`config.mk`:
```
export PLATFORM = sky130hd
export DESIGN_NAME = mining_job_scheduler
export DESIGN_NICKNAME = d
export VERILOG_FILES = /design/src/rtl/mining_job_scheduler_pkg.sv /design/src/rtl/mining_job_scheduler_job_fifo.sv /design/src/rtl/mining_job_scheduler.sv
export SDC_FILE = /design/constraint.sdc
export NUM_CORES = 2
export LEC_CHECK = 0
export BUFFER_PORTS_ARGS = -buffer_cell sky130_fd_sc_hd__buf_2
export CORE_AREA = 2 2 574 576
export DETAILED_ROUTE_END_ITERATION = 16
export DIE_AREA = 0 0 576 578
export MAX_ROUTING_LAYER = met4
export SYNTH_ARGS = -nofsm -noshare
export SYNTH_HDL_FRONTEND = slang
export SYNTH_SLANG_ARGS = --single-unit
```
`constraint.sdc`:
```
create_clock -name clk -period 23.6 [get_ports clk]
set_clock_uncertainty 0.1 [all_clocks]
set_input_delay 0 -clock clk [delete_from_list [all_inputs] [get_ports clk]]
set_output_delay 0 -clock clk [all_outputs]
set_load 0.005 [all_outputs]
```
`src/rtl/mining_job_scheduler_pkg.sv`:
```
// Shared types and constants for the mining job scheduler: FSM states,
// result status codes and the layout of the packed job word.
package mining_sched_pkg;

    typedef enum logic [1:0] {
        ST_IDLE   = 2'd0,
        ST_START  = 2'd1,
        ST_RUN    = 2'd2,
        ST_REPORT = 2'd3
    } sched_state_e;

    localparam logic [1:0] STATUS_FOUND   = 2'b00;
    localparam logic [1:0] STATUS_TIMEOUT = 2'b01;
    localparam logic [1:0] STATUS_ABORTED = 2'b10;

    // Job word layout, MSB first: block_number, prev_hash, transactions, difficulty
    localparam int BLOCK_LSB     = 388;
    localparam int BLOCK_W       = 32;
    localparam int PREV_HASH_LSB = 132;
    localparam int PREV_HASH_W   = 256;
    localparam int TXN_LSB       = 4;
    localparam int TXN_W         = 128;
    localparam int DIFF_LSB      = 0;
    localparam int DIFF_W        = 4;

endpackage

```
`src/rtl/mining_job_scheduler_job_fifo.sv`:
```
// Synchronous job queue; DEPTH must be a power of two so the pointers
// wrap naturally. Simultaneous push and pop both take effect.
module job_fifo #(
    parameter int WIDTH = 420,
    parameter int DEPTH = 2
) (
    input  logic             clk,
    input  logic             rst,
    input  logic             push,
    input  logic             pop,
    input  logic [WIDTH-1:0] wdata,
    output logic [WIDTH-1:0] rdata,
    output logic             full,
    output logic             empty
);

    localparam int AW = (DEPTH > 1) ? $clog2(DEPTH) : 1;

    logic [WIDTH-1:0] mem_r [DEPTH];
    logic [AW-1:0]    wptr_r;
    logic [AW-1:0]    rptr_r;
    logic [AW:0]      count_r;
    logic             do_push_s;
    logic             do_pop_s;

    assign do_push_s = push & ~full;
    assign do_pop_s  = pop & ~empty;
    assign full      = (count_r == (AW+1)'(DEPTH));
    assign empty     = (count_r == '0);
    assign rdata     = mem_r[rptr_r];

    // Storage array, written on accepted pushes only.
    always_ff @(posedge clk) begin
        if (do_push_s) begin
            mem_r[wptr_r] <= wdata;
        end
    end

    // Pointers and occupancy.
    always_ff @(posedge clk) begin
        if (rst) begin
            wptr_r  <= '0;
            rptr_r  <= '0;
            count_r <= '0;
        end else begin
            if (do_push_s) begin
                wptr_r <= wptr_r + AW'(1);
            end
            if (do_pop_s) begin
                rptr_r <= rptr_r + AW'(1);
            end
            case ({do_push_s, do_pop_s})
                2'b10:   count_r <= count_r + (AW+1)'(1);
                2'b01:   count_r <= count_r - (AW+1)'(1);
                default: count_r <= count_r;
            endcase
        end
    end

endmodule

```
`src/rtl/mining_job_scheduler.sv`:
```
// Feeds queued mining jobs to a miner core one at a time, enforces an
// optional per-job cycle budget and reports FOUND/TIMEOUT/ABORTED results.
module mining_job_scheduler
    import mining_sched_pkg::*;
#(
    parameter int JOB_W  = 420,
    parameter int QDEPTH = 2,
    parameter int TMR_W  = 24
) (
    input  logic             clk,
    input  logic             rst,
    input  logic             job_valid,
    output logic             job_ready,
    input  logic [JOB_W-1:0] job_data,
    input  logic [TMR_W-1:0] timeout_cycles,
    input  logic             abort,
    output logic             core_rst,
    output logic [JOB_W-1:0] core_data,
    input  logic [255:0]     core_hash,
    input  logic [31:0]      core_nonce,
    input  logic             core_valid,
    output logic             res_valid,
    input  logic             res_ready,
    output logic [255:0]     res_hash,
    output logic [31:0]      res_nonce,
    output logic [31:0]      res_block,
    output logic [1:0]       res_status,
    output logic             busy
);

    sched_state_e     state_r;
    logic [JOB_W-1:0] core_data_r;
    logic [TMR_W-1:0] timer_r;
    logic [TMR_W-1:0] tmo_r;
    logic             core_rst_r;
    logic             res_valid_r;
    logic [255:0]     res_hash_r;
    logic [31:0]      res_nonce_r;
    logic [31:0]      res_block_r;
    logic [1:0]       res_status_r;

    logic             fifo_push_s;
    logic             fifo_pop_s;
    logic             fifo_full_s;
    logic             fifo_empty_s;
    logic [JOB_W-1:0] fifo_head_s;
    logic             timeout_hit_s;

    assign fifo_push_s   = job_valid & job_ready;
    assign fifo_pop_s    = (state_r == ST_IDLE) & ~fifo_empty_s;
    assign timeout_hit_s = (tmo_r != '0) && (timer_r == (tmo_r - TMR_W'(1)));

    job_fifo #(
        .WIDTH (JOB_W),
        .DEPTH (QDEPTH)
    ) u_job_fifo (
        .clk   (clk),
        .rst   (rst),
        .push  (fifo_push_s),
        .pop   (fifo_pop_s),
        .wdata (job_data),
        .rdata (fifo_head_s),
        .full  (fifo_full_s),
        .empty (fifo_empty_s)
    );

    // Reset is folded in so no job can be accepted while rst is held.
    assign job_ready  = ~fifo_full_s & ~rst;
    assign busy       = (state_r != ST_IDLE) | ~fifo_empty_s;
    assign core_rst   = core_rst_r;
    assign core_data  = core_data_r;
    assign res_valid  = res_valid_r;
    assign res_hash   = res_hash_r;
    assign res_nonce  = res_nonce_r;
    assign res_block  = res_block_r;
    assign res_status = res_status_r;

    // Job lifecycle FSM with all outputs registered alongside the state.
    always_ff @(posedge clk) begin
        if (rst) begin
            state_r      <= ST_IDLE;
            core_data_r  <= '0;
            timer_r      <= '0;
            tmo_r        <= '0;
            core_rst_r   <= 1'b1;
            res_valid_r  <= 1'b0;
            res_hash_r   <= '0;
            res_nonce_r  <= '0;
            res_block_r  <= '0;
            res_status_r <= STATUS_FOUND;
        end else begin
            case (state_r)
                ST_IDLE: begin
                    if (!fifo_empty_s) begin
                        core_data_r <= fifo_head_s;
                        state_r     <= ST_START;
                    end
                end
                ST_START: begin
                    timer_r    <= '0;
                    tmo_r      <= timeout_cycles;
                    core_rst_r <= 1'b0;
                    state_r    <= ST_RUN;
                end
                ST_RUN: begin
                    if (timer_r != {TMR_W{1'b1}}) begin
                        timer_r <= timer_r + TMR_W'(1);
                    end
                    // A result found in the same cycle as abort/timeout still wins.
                    if (core_valid) begin
                        res_hash_r   <= core_hash;
                        res_nonce_r  <= core_nonce;
                        res_status_r <= STATUS_FOUND;
                    end else if (abort) begin
                        res_hash_r   <= '0;
                        res_nonce_r  <= '0;
                        res_status_r <= STATUS_ABORTED;
                    end else if (timeout_hit_s) begin
                        res_hash_r   <= '0;
                        res_nonce_r  <= '0;
                        res_status_r <= STATUS_TIMEOUT;
                    end
                    if (core_valid || abort || timeout_hit_s) begin
                        res_block_r <= core_data_r[BLOCK_LSB +: BLOCK_W];
                        res_valid_r <= 1'b1;
                        core_rst_r  <= 1'b1;
                        state_r     <= ST_REPORT;
                    end
                end
                ST_REPORT: begin
                    if (res_ready) begin
                        res_valid_r <= 1'b0;
                        state_r     <= ST_IDLE;
                    end
                end
                default: begin
                    core_rst_r  <= 1'b1;
                    res_valid_r <= 1'b0;
                    state_r     <= ST_IDLE;
                end
            endcase
        end
    end

endmodule

```
==> flow_summary_export.csv <==
group,metric,value,unit
sta,setup_viol,0,
placed_design,port_buffers,1483,
worst_setup_path,crit_required,24.25,ns
sta,worst_pin_slew,1.25,ns
floorplan,rows,210,
detailed_routing,first_pass_iters,5,
worst_setup_path,max_stage_delay,0.79,ns
worst_setup_path,crit_path_start_kind,"register",
worst_setup_path,cp-end-kind,"register",
floorplan,die-area,333000,um2
detailed_routing,drt-initial-drc-count,3113,
power,vdd_ir_drop_max,0.0860,mV
clock_tree,cts_buffers,185,
synthesis,synth_edf_count,840,
synthesis,synth_seq_cells,1638,
layout,seqCellArea,41200,um2
synthesis,avgSynthCellArea,12.8,um2
synthesis,async_flop_share,0,%
clock_tree,clock_latency,0.86,ns
synthesis,ys_types,60,
min_path,hold_path_class,"in -> reg",
grt,grt_max_degree,224,
clock_tree,root_buffer,"clkbuf_16",
clock_tree,clock_path_buffers,4,
clock_tree,htreeDepth,4,
clock_tree,tritoncts_num_sinks,1638,
power,finalPower,9.63,mW
layout,mostFrequentLayoutCell,"dlygate4sd3_1",
sta,finalCritPeriodShare,27.6,%
layout,syn_to_final_growth,58.7,%
synthesis,ys_warn_count,0,
worst_setup_path,critical_path.max_fanout,89,
synthesis,seq_area_frac_synth,71.4,%
worst_setup_path,cpMaxStageDelayCell,"buf_4",
synthesis,synthFlopType,"edfxtp_1",
synthesis,syn-instance-count,4496,
clock_tree,cts.clk_slew.worst_paths,0.06,ns
worst_setup_path,worst-endpoint-arrival,7.17,ns
grt,grt_pass1_vias,47300,
detailed_routing,drc,0,
grt,grt_first_pass_wirelength,385000,um
floorplan,core_area,326000,um2
layout,drive_above_1_share,24.2,%
clock_tree,cts_resized,0,
worst_setup_path,setup.worst_path.class,"reg -> reg",
detailed_routing,viasPerCell,4.00,
layout,final_cell_mix,"1521 x dlygate4sd3_1, 1482 x buf_2, 840 x edfxtp_1",
outcome,status,"finished clean",
sta,rsz0062_at_grt,"false",
grt,grt_use_total,17.1,%
layout,fin_util,28.1,%
power,powerDensity,105,nW/um2
sta,period_minus_slack,6.52,ns
sta,max_freq,153,MHz
floorplan,ioPinCount,1484,
sta,maxSlewViolCount,0,
layout,multi_input_area,15200,um2
flow_run,cap_violations,0,
detailed_routing,postRouteAntennaNets,0,
detailed_routing,vias,48100,
grt,grt.overflow.total,0,
floorplan,initial_core_util,17.7,%
worst_setup_path,path_cells,"inv_1 > ha_1 > nor2b_4 > buf_4 > buf_4 > buf_4 > buf_4 > buf_4 > buf_4 > nor2_1 > a211oi_1",
sta,hold_viol,0,
layout,fin_nets,8166,
placed_design,hpwl,213000,um
placed_design,place.gp.congestion,0.939,
grt,antenna_found_initial,198,
floorplan,die_width,576,um
floorplan,die_h,578,um
synthesis,syn-cell-area,57700,um2
clock_tree,post_cts_buffers,0,
layout,fillers,33400,
detailed_routing,avgRoutedWirePerCell,24.1,um
sta,setup-tns-final,0,ns
synthesis,synthesis.nets,5242,
worst_setup_path,critPathMostFrequentCell,"buf_4",
sta,slew_headroom,16.6,%
detailed_routing,wl,290000,um
clock_tree,cts_tree,"built",
power,leakage,34.4,nW
[Yosys cell counts (9+ instances only)]
master	count	area [um2]
clkbuf_2	20	100
nor3_1	13	65.1
nand4_1	15	93.8
xnor2_1	29	254
or3_1	10	62.6
dfxtp_1	798	16000
inv_1	12	45.0
edfxtp_1	840	25200
nand2_1	661	2480
a211oi_1	423	3180
xor2_1	20	175
o21ai_0	249	1250
o21ai_1	50	250
nor4_1	9	56.3
nor2_1	487	1830
clkbuf_1	272	1020
nand3_1	10	50.1
a21oi_1	11	55.1
mux2i_1	478	4780
[logic make-up (layout without fill, tap and decap cells)]
kind of cell,Yosys count,in the layout,share of synthesized area (%)
other,0,117,0
adder cells (fa/ha/maj),8,8,0.173
buffers and inverters,325,3403,2.31
flip-flops,1638,1638,71.4
multiplexers,479,479,8.31
AO/OA/AOI/OAI,764,764,8.64
AND/OR/NAND/NOR,1233,1233,8.43
XOR/XNOR,49,49,0.744
[area by class of cell]
cell class,count,area share (%)
clock inverters,102,1.40
inverters,13,0.0615
clock buffers,239,5.49
flip-flops and latches,1638,45.0
repair buffers,3049,25.2
multi-input cells,2533,16.6
diodes,117,0.320
well taps,4346,5.94
[sequential cells by signal (all words and copies together), names as in the netlist, 2 cells and up]
signal / count
core_data: 420
res_block: 32
res_hash: 256
res_nonce: 32
res_status: 2
state_r: 2
timer_r: 24
tmo_r: 24
u_job_fifo.count_r: 2
u_job_fifo.mem_r: 840
[critical path, delay by kind of cell, from the launching register on]
kind	cells	cell delay [ns]
AOI/OAI and AO/OA	1	0.28
adders and majority gates	1	0.17
buffers and inverters	7	4.46
DFF	1	0.34
and+or+nand+nor	2	0.69
[power by group]
| part | internal (mW) | switching (mW) |
|---|---|---|
| Clock | 1.77 | 1.26 |
| Combinational | 1.09 | 1.65 |
| Sequential | 3.52 | 0.335 |
[stage by stage]
step / cells / hold slack, ns / worst slack (ns) / area (um2)
6_report: 12000 / 0.0303 / 17.08 / 91600
5_1_grt: 12000 / 0.0178 / 16.64 / 91500
4_1_cts: 11900 / 0.00415 / 17.25 / 91200
3_5_place_dp: 10100 / 0.0912 / 17.27 / 69800
3_3_place_gp: 10100 / 0.0869 / 17.33 / 69800
2_1_floorplan: 4496 / -0.00113 / 4.12 / 57700
[per-layer routing]
layer	share of wire, %	up-vias	GRT usage [%]
met5	0	-	-
li1	-	22200	-
met1	37	23200	18.3
met3	9.0	561	5.41
met2	47	2113	27.9
met4	6.7	0	9.56
[path summary, 6_finish.rpt]
| kind | endpoint | startpoint | slack, ns | cells past startpoint |
|---|---|---|---|---|
| worst min-delay path | res_hash[90] | core_hash[90] | 0.03 | 4 |
| worst min register to register | res_hash[8] | res_hash[8] | 0.34 | 2 |
| worst max register to register | core_data[26] | state_r[0] | 17.08 | 11 |
| worst max-delay path | core_data[26] | state_r[0] | 17.08 | 11 |
[repair_timing]
action / in CTS / in global routing
hold buffers: 1518 / 3
setup endpoints to repair: 0 / 0
endpoints found under the hold margin: 1403 / 6
Note: power is estimated with default switching activity, not from simulation.
